==> config.mk <==
export PLATFORM = sky130hd
export DESIGN_NAME = backend_pipe_ctrl
export DESIGN_NICKNAME = d
export VERILOG_FILES = /design/src/rtl/backend_pipe_ctrl.sv
export SDC_FILE = /design/constraint.sdc
export NUM_CORES = 1
export LEC_CHECK = 0
export CAP_MARGIN = 10
export CORE_AREA = 4 4 41 43
export DETAILED_ROUTE_END_ITERATION = 10
export DIE_AREA = 0 0 45 47
export GPL_TIMING_DRIVEN = 0
export HOLD_SLACK_MARGIN = 0.03
export PLACE_DENSITY = 0.56
export SLEW_MARGIN = 10
export SYNTH_ARGS = -nofsm -noshare
export SYNTH_HDL_FRONTEND = slang
export SYNTH_SLANG_ARGS = --single-unit
==> constraint.sdc <==
create_clock -name clk -period 1.6 [get_ports clk]
set_input_delay 0.16 -clock clk [delete_from_list [all_inputs] [get_ports clk]]
set_output_delay 0.16 -clock clk [all_outputs]
set_load 0.01 [all_outputs]
==> src/rtl/backend_pipe_ctrl.sv <==
// backend_pipe_ctrl: central stall/clear controller for the backend pipes.
//   Pipe 0 is the main (oldest) pipe, pipes 1..PIPE_NUM-1 are younger ALU pipes.
//   Stall/clear/issue outputs are combinational from the requests and FSM state.
//   An EX clear that arrives while M1 is stalled is held (HOLD) until M1 moves.
//   After any applied flush, issue is suppressed for BUBBLE_CYCLES cycles.
// Ports:
//   clk, rst_n               clock, synchronous active-low reset
//   *_stall_req_i            per-pipe EX/M1/M2 stall requests
//   ex_clr_req_i             pipe-0 branch mispredict in EX
//   m2_clr_req_i             pipe-0 redirect in M2 (+ m2_clr_exclude_self_i)
//   issue_valid_i / issue_o  frontend packet ready / packet enters EX
//   stall_vec_o              {M2, M1, EX} stall shared by all pipes
//   clr_vec_o                per pipe 3 bits, bit k kills instr leaving stage k
//   frontend_flush_o         one-cycle frontend discard pulse
//   pending_o                a held EX clear is outstanding
// Optional: define BACKEND_PIPE_CTRL_PERF_EN to add perf_stall_cyc_o,
//   perf_flush_cnt_o and perf_hold_cyc_o (32-bit saturating counters).
module backend_pipe_ctrl #(
  parameter int PIPE_NUM      = 2,
  parameter int BUBBLE_CYCLES = 1
) (
  input  logic                  clk,
  input  logic                  rst_n,
  input  logic [PIPE_NUM-1:0]   ex_stall_req_i,
  input  logic [PIPE_NUM-1:0]   m1_stall_req_i,
  input  logic [PIPE_NUM-1:0]   m2_stall_req_i,
  input  logic                  ex_clr_req_i,
  input  logic                  m2_clr_req_i,
  input  logic                  m2_clr_exclude_self_i,
  input  logic                  issue_valid_i,
  output logic [2:0]            stall_vec_o,
  output logic [PIPE_NUM*3-1:0] clr_vec_o,
  output logic                  issue_o,
  output logic                  frontend_flush_o,
`ifdef BACKEND_PIPE_CTRL_PERF_EN
  output logic [31:0]           perf_stall_cyc_o,
  output logic [31:0]           perf_flush_cnt_o,
  output logic [31:0]           perf_hold_cyc_o,
`endif
  output logic                  pending_o
);

  typedef enum logic [1:0] {
    ST_RUN    = 2'd0,
    ST_HOLD   = 2'd1,
    ST_BUBBLE = 2'd2
  } state_e;

  localparam logic [1:0] BUB_INIT = 2'(BUBBLE_CYCLES);

  state_e                state_q, state_d;
  logic [1:0]            bub_q, bub_d;

  logic                  s0, s1, s2;
  logic [PIPE_NUM*3-1:0] clr_d;
  logic                  flush_d;

  // Stall propagates backwards: a stalled later stage stalls every earlier one.
  assign s2 = |m2_stall_req_i;
  assign s1 = s2 | (|m1_stall_req_i);
  assign s0 = s1 | (|ex_stall_req_i);

  always_comb begin
    state_d = state_q;
    bub_d   = bub_q;
    clr_d   = '0;
    flush_d = 1'b0;

    if (m2_clr_req_i) begin
      // M2 redirect is the oldest event: it overrides any EX request or held
      // clear and kills everything younger, in any state.
      for (int p = 0; p < PIPE_NUM; p++) begin
        clr_d[p*3 +: 3] = 3'b111;
      end
      clr_d[2] = ~m2_clr_exclude_self_i;
      flush_d  = 1'b1;
      state_d  = ST_BUBBLE;
      bub_d    = BUB_INIT;
    end else begin
      case (state_q)
        ST_RUN: begin
          if (ex_clr_req_i) begin
            if (s1) begin
              state_d = ST_HOLD;
            end else begin
              // Branch in pipe 0 proceeds; younger same-stage instrs die.
              for (int p = 1; p < PIPE_NUM; p++) begin
                clr_d[p*3] = 1'b1;
              end
              flush_d = 1'b1;
              state_d = ST_BUBBLE;
              bub_d   = BUB_INIT;
            end
          end
        end
        ST_HOLD: begin
          // ex_clr_req_i is the same held branch here, so it is not re-sampled.
          if (!s1) begin
            for (int p = 1; p < PIPE_NUM; p++) begin
              clr_d[p*3] = 1'b1;
            end
            flush_d = 1'b1;
            state_d = ST_BUBBLE;
            bub_d   = BUB_INIT;
          end
        end
        ST_BUBBLE: begin
          if (bub_q <= 2'd1) begin
            state_d = ST_RUN;
            bub_d   = 2'd0;
          end else begin
            bub_d = bub_q - 2'd1;
          end
        end
        default: begin
          state_d = ST_RUN;
          bub_d   = 2'd0;
        end
      endcase
    end
  end

  always_ff @(posedge clk) begin
    if (!rst_n) begin
      state_q <= ST_RUN;
      bub_q   <= 2'd0;
    end else begin
      state_q <= state_d;
      bub_q   <= bub_d;
    end
  end

  // Outputs are forced low while reset is asserted.
  assign stall_vec_o      = rst_n ? {s2, s1, s0} : 3'b000;
  assign clr_vec_o        = rst_n ? clr_d : '0;
  assign frontend_flush_o = rst_n & flush_d;
  assign pending_o        = rst_n & (state_q == ST_HOLD);
  assign issue_o          = rst_n & issue_valid_i & ~s0 & (state_q == ST_RUN) & ~flush_d;

`ifdef BACKEND_PIPE_CTRL_PERF_EN
  logic [31:0] perf_stall_q, perf_flush_q, perf_hold_q;

  always_ff @(posedge clk) begin
    if (!rst_n) begin
      perf_stall_q <= '0;
      perf_flush_q <= '0;
      perf_hold_q  <= '0;
    end else begin
      if (s0 && perf_stall_q != 32'hFFFF_FFFF) perf_stall_q <= perf_stall_q + 32'd1;
      if (flush_d && perf_flush_q != 32'hFFFF_FFFF) perf_flush_q <= perf_flush_q + 32'd1;
      if (state_q == ST_HOLD && perf_hold_q != 32'hFFFF_FFFF) perf_hold_q <= perf_hold_q + 32'd1;
    end
  end

  assign perf_stall_cyc_o = perf_stall_q;
  assign perf_flush_cnt_o = perf_flush_q;
  assign perf_hold_cyc_o  = perf_hold_q;
`endif

endmodule

==> flow_metrics.env <==
export IMPL_outcome="complete, no violations"
export IMPL_critPathCaptureType="output port"
export IMPL_peakVddDrop_uv=271.9
export IMPL_synth_warning_count=0
export IMPL_ys_top_cells_by_area="dfxtp_1 27%, buf_4 10%, o21a_1 7.6%"
export IMPL_arrival_ns=1.43
export IMPL_finalCriticalPeriod_ns=1.592
export IMPL_cts_root_buf="clkbuf_4"
export IMPL_synth_top_area_share_pct=27.12
export IMPL_num_rows=13
export IMPL_ys_seq_area_share_pct=27.12
export IMPL_grt_total_usage_pct=9.163
export IMPL_final_max_slew_viol_count=0
export IMPL_hpwlAfterDp_um=682.9
export IMPL_cts_tree="built"
export IMPL_cts_sinks=4
export IMPL_vias_per_cell=4.861
export IMPL_drt_total_wl_um=887
export IMPL_num_vias=384
export IMPL_fin_crit_sh_pct=99.50
export IMPL_first_global_vias=333
export IMPL_synthCells=38
export IMPL_slew_headroom_pct=73.12
export IMPL_path_class="input pin to output port"
export IMPL_area_delta_synth_final_pct=89.83
export IMPL_p_per_area_nw_per_um2=598.3
export IMPL_yosysTopAreaCell="dfxtp_1"
export IMPL_gr_total_overflow=0
export IMPL_numCtsBuffers=3
export IMPL_cpMaxStageDelayCell="or4_4"
export IMPL_fin_util_pct=43.08
export IMPL_crit_family="simple AND/OR/NAND/NOR gates"
export IMPL_p_leak_uw=0.0002316
export IMPL_rsz0062_at_grt="true"
export IMPL_clk_pin_slew_ns=0.03
export IMPL_drt_pass1_iterations=2
export IMPL_die_w_um=45
export IMPL_synthesis_area_um2=295.3
export IMPL_cts_buffer_depth=2
export IMPL_cts_hold_repair_buffers=0
export IMPL_avgRoutedWirePerCell_um=11.23
export IMPL_place_port_buffers=22
export IMPL_ys_types=20
export IMPL_ios=24
export IMPL_max_freq_mhz=628.1
export IMPL_reg2reg_slack_ns=0.40
export IMPL_path_cells="buf_6 > or4_4 > or3_4 > nor4_2 > buf_2"
export IMPL_critPathLaunchType="input pin"
export IMPL_worst_path_buf_inv=2
export IMPL_drc=0
export IMPL_grt_max_degree=10
export IMPL_max_cap_violations=0
export IMPL_whs_ns=0.2250
export IMPL_ant_nets=0
export IMPL_die_area_um2=2115
export IMPL_fp_dieH_um=47
export IMPL_finClkSkew_ns=0.003506
export IMPL_start_util_pct=22.69
export IMPL_dp_slack_ns=-0.8627
export IMPL_hold_viol_final=0
export IMPL_n_antenna_cell=0
export IMPL_crit_required_ns=1.44
export IMPL_drtIter0Drc=6
export IMPL_setup_viol=0
export IMPL_grt_antenna_before_repair=0
export IMPL_syn_area_per_cell_um2=7.771
export IMPL_ys_seq_elements=4
export IMPL_nets=78
export IMPL_crit_fanout=3
export IMPL_coreArea_um2=1301
export IMPL_grt_pass1_wl_um=1352
export IMPL_h_tree_depth=1
export IMPL_cp_slowest_stage_delay_ns=0.54
export IMPL_fillers=147
export IMPL_place_congestion=0.7271
export IMPL_hold_path_class="input pin to register"
export IMPL_clock_latency_ns=0.23
export IMPL_setup_slack_ns=0.007990
export IMPL_worst_pin_slew_ns=0.3996
export IMPL_fin_tns_setup_ns=0
export IMPL_syn_nets=50
export IMPL_drive_above_1_share_pct=40.63
[worst reg2reg max path, cell delays in order (launching register included)]
cell     delay (ns)
dfxtp_1        0.36
or4_1          0.52
o21ai_0        0.15
a21oi_1        0.05
[sequential cells by signal, summed over array words and instances (netlist names)]
| register | cells |
|---|---|
| bub_q | 2 |
| state_q | 2 |
[routing by layer]
layer  vias up  share of wire, %  global-route usage, %
li1        188                 -                      -
met1       170                41                  9.091
met2        22                41                  14.12
met3         4                17                  5.364
met4         0               1.5                  7.018
met5         -                 0                      0
[stage by stage]
step | instances | power, uW | instance area [um2]
CTS | 79 | 343.2 | 565.5
global placement | 75 | 214.6 | 534.3
global route | 79 | 354.3 | 560.5
finish | 79 | 335.4 | 560.5
floorplan | 38 | 152.8 | 295.3
detailed placement | 75 | 214.3 | 534.3
[path summary, 6_finish.rpt]
path	start	to	cells after the start
worst max-delay path	m1_stall_req_i[0]	issue_o	5
worst min register to register	bub_q[1]	bub_q[1]	2
worst min-delay path	m2_clr_req_i	state_q[0]	2
worst max register to register	state_q[1]	bub_q[0]	3
[repair_timing]
action | 4_1_cts | 5_1_grt
pin swaps | 5 | 2
resized for setup | 41 | 5
setup endpoints to repair | 11 | 7
cloned | 0 | 0
setup buffers | 1 | 1
[layout by cell type, fill, tap and decap left out, types with 2 or more instances in the layout]
master and instances:
clkbuf_2 2, dlygate4sd2_1 2, buf_2 4, nor4_1 3, buf_4 4, clkdlybuf4s50_1 11
a21oi_1 4, dfxtp_1 4, inv_1 2, o21a_1 3, and2_2 2, buf_6 4
nand2_1 3, clkbuf_4 3
[cell type report]
| class | instances | area [um2] | area share, % |
|---|---|---|---|
| Inverter | 2 | 7.507 | 1.339 |
| Multi-Input combinational cell | 27 | 195.2 | 34.82 |
| Tap cell | 15 | 18.77 | 3.348 |
| Clock buffer | 3 | 22.52 | 4.018 |
| Sequential cell | 4 | 80.08 | 14.29 |
| Buffer | 4 | 26.28 | 4.687 |
| Timing Repair Buffer | 24 | 210.2 | 37.50 |
[kinds of logic after synthesis]
logic type             after synthesis  share of synthesized area, %
buffers and inverters                7                         13.98
and+or+nand+nor                     18                         39.83
AOI/OAI and AO/OA                    9                         19.07
DFF                                  4                         27.12
[report_power, final]
group | total [uW] | internal, uW | switching [uW]
combinational | 100 | 59.5 | 40.5
sequential | 111 | 105 | 5.55
clock | 125 | 83.9 | 40.9
total | 335 | 248 | 87.0
[cell usage after synthesis (all sizes together)]
cell and instances:
nor2b 1, dfxtp 4, or3 1, or4 2, nor2 2, nor4 4
nor3 1, and2 3, o21a 3, buf 4, o21ai 1, nand2 3
a31o 1, inv 2, nor4bb 1, clkbuf 1, a21oi 4
No activity file was read; power rests on OpenSTA's default activity.
